`src/rtl/cnt_pkg.sv`:
```
// Shared constants for the counter sequencing controller:
// FSM state encodings, direction codes and default widths.
package cnt_pkg;

  localparam int N_DEF = 4;
  localparam int R_DEF = 8;

  localparam logic [1:0] ST_IDLE = 2'd0;
  localparam logic [1:0] ST_CLR  = 2'd1;
  localparam logic [1:0] ST_RUN  = 2'd2;
  localparam logic [1:0] ST_DONE = 2'd3;

  localparam logic DIR_UP = 1'b1;
  localparam logic DIR_DN = 1'b0;

endpackage

```
`src/rtl/cnt_rep_tracker.sv`:
```
// Remaining-periods register: loads on start/reload,
// decrements on timeout, saturates at zero.
module cnt_rep_tracker #(
  parameter int R = 8
) (
  input  logic         clk,
  input  logic         n_reset,
  input  logic         load,
  input  logic [R-1:0] load_val,
  input  logic         dec,
  output logic [R-1:0] rep_left,
  output logic         last_rep
);

  localparam logic [R-1:0] ONE = R'(1);

  always_ff @(posedge clk or negedge n_reset) begin
    if (!n_reset) begin
      rep_left <= '0;
    end else if (load) begin
      rep_left <= load_val;
    end else if (dec && rep_left != '0) begin
      rep_left <= rep_left - ONE;
    end
  end

  assign last_rep = (rep_left == ONE);

endmodule

```
`src/rtl/cnt_seq_ctrl.sv`:
```
// Sequencing controller for the up/down timeout counter.
// Optional auto-reload via macro CNT_SEQ_AUTO_RELOAD_EN.
module cnt_seq_ctrl
  import cnt_pkg::*;
#(
  parameter int N = N_DEF,
  parameter int R = R_DEF
) (
  input  logic         clk,
  input  logic         n_reset,
  input  logic         start,
  input  logic         stop,
  input  logic         dir,
  input  logic [R-1:0] reps,
`ifdef CNT_SEQ_AUTO_RELOAD_EN
  input  logic         auto_reload,
`endif
  output logic         busy,
  output logic         done,
  output logic         aborted,
  output logic [R-1:0] rep_left,
  output logic         cnt_enable,
  output logic         cnt_dn_up,
  output logic         cnt_clr_n,
  input  logic         cnt_timeout
);

  // N belongs to the counter; kept only so both share one parameter set.
  logic unused_n;
  assign unused_n = ^N;

  logic [1:0]   state;
  logic [1:0]   state_nx;
  logic         ab_nx;
  logic         load;
  logic         dec;
  logic [R-1:0] load_val;
  logic         last_rep;
  logic         dir_q;

`ifdef CNT_SEQ_AUTO_RELOAD_EN
  logic         auto_q;
  logic [R-1:0] reps_q;
`endif

  cnt_rep_tracker #(.R(R)) u_rep (
    .clk      (clk),
    .n_reset  (n_reset),
    .load     (load),
    .load_val (load_val),
    .dec      (dec),
    .rep_left (rep_left),
    .last_rep (last_rep)
  );

  always_comb begin
    state_nx = state;
    ab_nx    = 1'b0;
    load     = 1'b0;
    dec      = 1'b0;
    load_val = reps;
    unique case (state)
      ST_IDLE: begin
        if (start) begin
          load     = 1'b1;
          state_nx = (reps != '0) ? ST_CLR : ST_DONE;
        end
      end
      ST_CLR: state_nx = ST_RUN;
      ST_RUN: begin
        dec = cnt_timeout;
        // Final timeout wins over a coincident stop.
        if (cnt_timeout && last_rep) begin
          state_nx = ST_DONE;
        end else if (stop) begin
          state_nx = ST_DONE;
          ab_nx    = 1'b1;
        end
      end
      ST_DONE: begin
        state_nx = ST_IDLE;
`ifdef CNT_SEQ_AUTO_RELOAD_EN
        if (auto_q && !aborted && reps_q != '0) begin
          state_nx = ST_CLR;
          load     = 1'b1;
          load_val = reps_q;
        end
`endif
      end
      default: state_nx = ST_IDLE;
    endcase
  end

  always_ff @(posedge clk or negedge n_reset) begin
    if (!n_reset) begin
      state      <= ST_IDLE;
      busy       <= 1'b0;
      done       <= 1'b0;
      aborted    <= 1'b0;
      cnt_enable <= 1'b0;
      cnt_clr_n  <= 1'b1;
      dir_q      <= DIR_DN;
    end else begin
      state      <= state_nx;
      busy       <= (state_nx != ST_IDLE);
      done       <= (state_nx == ST_DONE);
      aborted    <= (state_nx == ST_DONE) && ab_nx;
      cnt_enable <= (state_nx == ST_RUN);
      cnt_clr_n  <= (state_nx != ST_CLR);
      if (state == ST_IDLE && start) begin
        dir_q <= dir;
      end
    end
  end

`ifdef CNT_SEQ_AUTO_RELOAD_EN
  always_ff @(posedge clk or negedge n_reset) begin
    if (!n_reset) begin
      auto_q <= 1'b0;
      reps_q <= '0;
    end else if (state == ST_IDLE && start) begin
      auto_q <= auto_reload;
      reps_q <= reps;
    end
  end
`endif

  assign cnt_dn_up = dir_q;

endmodule
```
`config.mk`:
```
export PLATFORM = sky130hd
export DESIGN_NAME = cnt_seq_ctrl
export DESIGN_NICKNAME = d
export VERILOG_FILES = /design/src/rtl/cnt_pkg.sv /design/src/rtl/cnt_rep_tracker.sv /design/src/rtl/cnt_seq_ctrl.sv
export SDC_FILE = /design/constraint.sdc
export NUM_CORES = 1
export LEC_CHECK = 0
export CORE_UTILIZATION = 30
export DETAILED_ROUTE_END_ITERATION = 8
export PLACE_DENSITY = 0.59
export SLEW_MARGIN = 15
export SYNTH_ARGS = -nofsm -noshare
export SYNTH_HDL_FRONTEND = slang
export SYNTH_SLANG_ARGS = --single-unit
```
`constraint.sdc`:
```
create_clock -name clk -period 2.7 [get_ports clk]
set_input_delay 0.54 -clock clk [delete_from_list [all_inputs] [get_ports clk]]
set_output_delay 0.54 -clock clk [all_outputs]
set_load 0.05 [all_outputs]
```
==> summary.txt <==
STA
  • Setup TNS: 0 ps
  • Setup-failing EPs final: 0
  • Slew HR: 51.4%
  • RSZ-0062 raised after global routing: false
  • Post-route clock period utilization: 81.9%
  • Slew @ Worst Pin: 726 ps
  • Post-Route Skew: 10.4 ps
  • Tmin final: 2210 ps
  • Fin. max-slew vios: 0
  • Final Hold Viols: 0
  • Max frequency: 0.452 GHz

Final layout
  • Multi-input gate area: 422 µm²
  • Most frequent cells in the layout: clkdlybuf4s50_1 (27), dfrtp_1 (15), nor2_1 (8)
  • Layout cell share with drive strength beyond 1: 9.40%
  • Area grow syn2layout: 40.9%
  • Final nets: 137
  • Fillers: 269
  • FF/Latch Area: 402 µm²
  • Final Instance Count excl. Fillers: 147
  • Commonest non-fill, non-tap cell in the layout: clkdlybuf4s50_1
  • Diode count: 0
  • Fin util: 46.6%

Hold path
  • Hold path start: cnt_dn_up$_DFFE_PN0P_
  • Hold Path Sink: cnt_dn_up$_DFFE_PN0P_
  • Hold Path Depth: 1
  • Hold Path Class: reg2reg

Logic synthesis
  • Synth Register Bits: 16
  • Distinct cells, synth: 34
  • Mean post-synth cell area: 9.88 µm²
  • Mapped cell area: 850 µm²
  • Register area share after synthesis: 47.3%
  • Yosys warning total: 0
  • Ys flop type: dfrtp_1
  • Fraction of registers with async set/reset: 100%
  • Syn_nets: 105
  • Mapped Cells: 86
  • Number of enable flip-flop cells after synthesis: 0

Drt
  • Drt first pass iters: 4
  • DRC: 0
  • Final antenna-violating net count: 0
  • Routed len/inst: 13.7 µm
  • Vias: 773
  • Initial DRC count: 20
  • DRT Wirelength: 2020 µm
  • Via/cell ratio: 5.26

Die
  • Core area: 2570 µm²
  • Row count: 18
  • Die area: 3050 µm²
  • Top Ports: 28
  • Starting Density: 33.1%
  • DIE HEIGHT: 55.2 µm
  • Die W: 55.2 µm

Worst setup path
  • Register-to-register setup slack: 890 ps
  • Crit path buffers/inverters: 1
  • RR Startpoint: state[0]$_DFF_PN0_
  • CP cell instances: clkdlybuf4s50_1
  • Crit-path leading delay family: buffers and inverters
  • CP Class: reg2out
  • CP Max Fanout: 8
  • Data required time of the worst path: 2160 ps
  • Worst r2r path cells: 6
  • CP Capture Type: output port
  • CP max stage cell: clkdlybuf4s50_1
  • Worst Path Arrival: 1670 ps
  • Setup crit start kind: register
  • Peak per-stage delay on the critical path: 860 ps
  • Worst r2r dst: u_rep.rep_left[7]$_DFFE_PN0P_

CTS
  • Number of CTS-inserted buffers: 3
  • CTS root buf: clkbuf_4
  • Clk sinks: 16
  • Postcts setup bufs: 0
  • Clk_lat worst skew: 300 ps
  • # resized after CTS: 0
  • Clock slew at reported path FFs: 100 ps
  • Cts hold-fix bufs: 0
  • Max Buffers Root-to-Sink: 2
  • CTS tree: yes
  • H-tree levels: 1

GRT
  • Number of global-route vias before repair: 741
  • Gr usage total: 14.4%
  • Total congestion overflow: 0
  • First-pass GRT wire length: 3460 µm
  • Largest net degree at the start of global routing: 17
  • Initial antenna violation count: 0

Place
  • Placed Instances: 143
  • Post-DP HPWL: 1540 µm
  • Placer congestion estimate: 0.752
  • Input/output buffers: 27

Power
  • Pwr dens: 1320 nW/µm²
  • Static leakage: 0.492 nW
  • Peak supply drop: 0.000818 V

Job
  • Max cap viols: 0

Outcome
  • Status: finished clean
-- area by class of cell --
type                    count  share of cell area, %
flip-flops and latches     16                   33.5
inverters                   6                   1.88
clock buffers               4                   3.03
multi-input cells          63                   35.2
repair buffers             28                   23.2
well taps                  30                   3.13
-- per-stage QoR --
| stage | cell area (µm²) | setup WS, ps | power, mW | hold slack, ps |
|---|---|---|---|---|
| 2_1_floorplan | 850 | 893 | 1.11 | 244 |
| 3_3_place_gp | 1160 | 577 | 1.42 | 493 |
| 3_5_place_dp | 1160 | 566 | 1.43 | 495 |
| 4_1_cts | 1200 | 491 | 1.59 | 516 |
| 5_1_grt | 1200 | 409 | 1.71 | 526 |
| 6_report | 1200 | 489 | 1.59 | 509 |
-- metal layers --
metal  part of all wire, %  global-route usage, %  up-vias
met4                  0.45                   2.14        0
met5                     0                      0        -
met2                    43                   21.2       27
li1                      -                      -      381
met1                    49                   19.7      363
met3                   7.7                   6.56        2
-- synth_stat cells, types with 2 or more instances --
cell type  number  area [µm²]
nand2_1         7        26.3
o22ai_1         2        12.5
nor4_1          2        12.5
nand4_1         2        12.5
a21oi_1         4        20.0
or3_2           2        15.0
dfrtp_1        15         375
inv_1           6        22.5
nor2_1          8        30.0
ha_1            5        62.6
nand3_1         3        15.0
a31oi_1         4        25.0
o21ai_0         4        20.0
nor3_1          2        10.0
-- power breakdown --
group	internal [mW]	total [mW]	switching (mW)
sequential	0.357	0.468	0.112
clock	0.0823	0.162	0.0799
combinational	0.334	0.955	0.621
-- kinds of logic after synthesis --
kind of cell               share of synthesized area [%]
and+or+nand+nor                                     22.7
adders and majority gates                           7.36
xor gates and xnor gates                            1.03
muxes                                               1.33
AOI/OAI and AO/OA                                   17.2
buffers and inverters                               3.09
DFF                                                 47.3
-- how the worst max path moves through the flow --
stage,endpoint,from,cells after the start
CTS,rep_left[4],u_rep.rep_left[4]$_DFFE_PN0P_,1
finish,rep_left[4],u_rep.rep_left[4]$_DFFE_PN0P_,1
global placement,u_rep.rep_left[7]$_DFFE_PN0P_,cnt_timeout,5
floorplan,u_rep.rep_left[7]$_DFFE_PN0P_,u_rep.rep_left[0]$_DFFE_PN0P_,4
detailed placement,u_rep.rep_left[7]$_DFFE_PN0P_,cnt_timeout,5
global route,rep_left[4],u_rep.rep_left[4]$_DFFE_PN0P_,1
-- flip-flops by register name (all words and copies together), names as in the netlist --
register / flops
done: 1
cnt_dn_up: 1
state: 2
u_rep.rep_left: 8
cnt_enable: 1
busy: 1
cnt_clr_n: 1
aborted: 1
No activity file was read; power rests on OpenSTA's default activity.
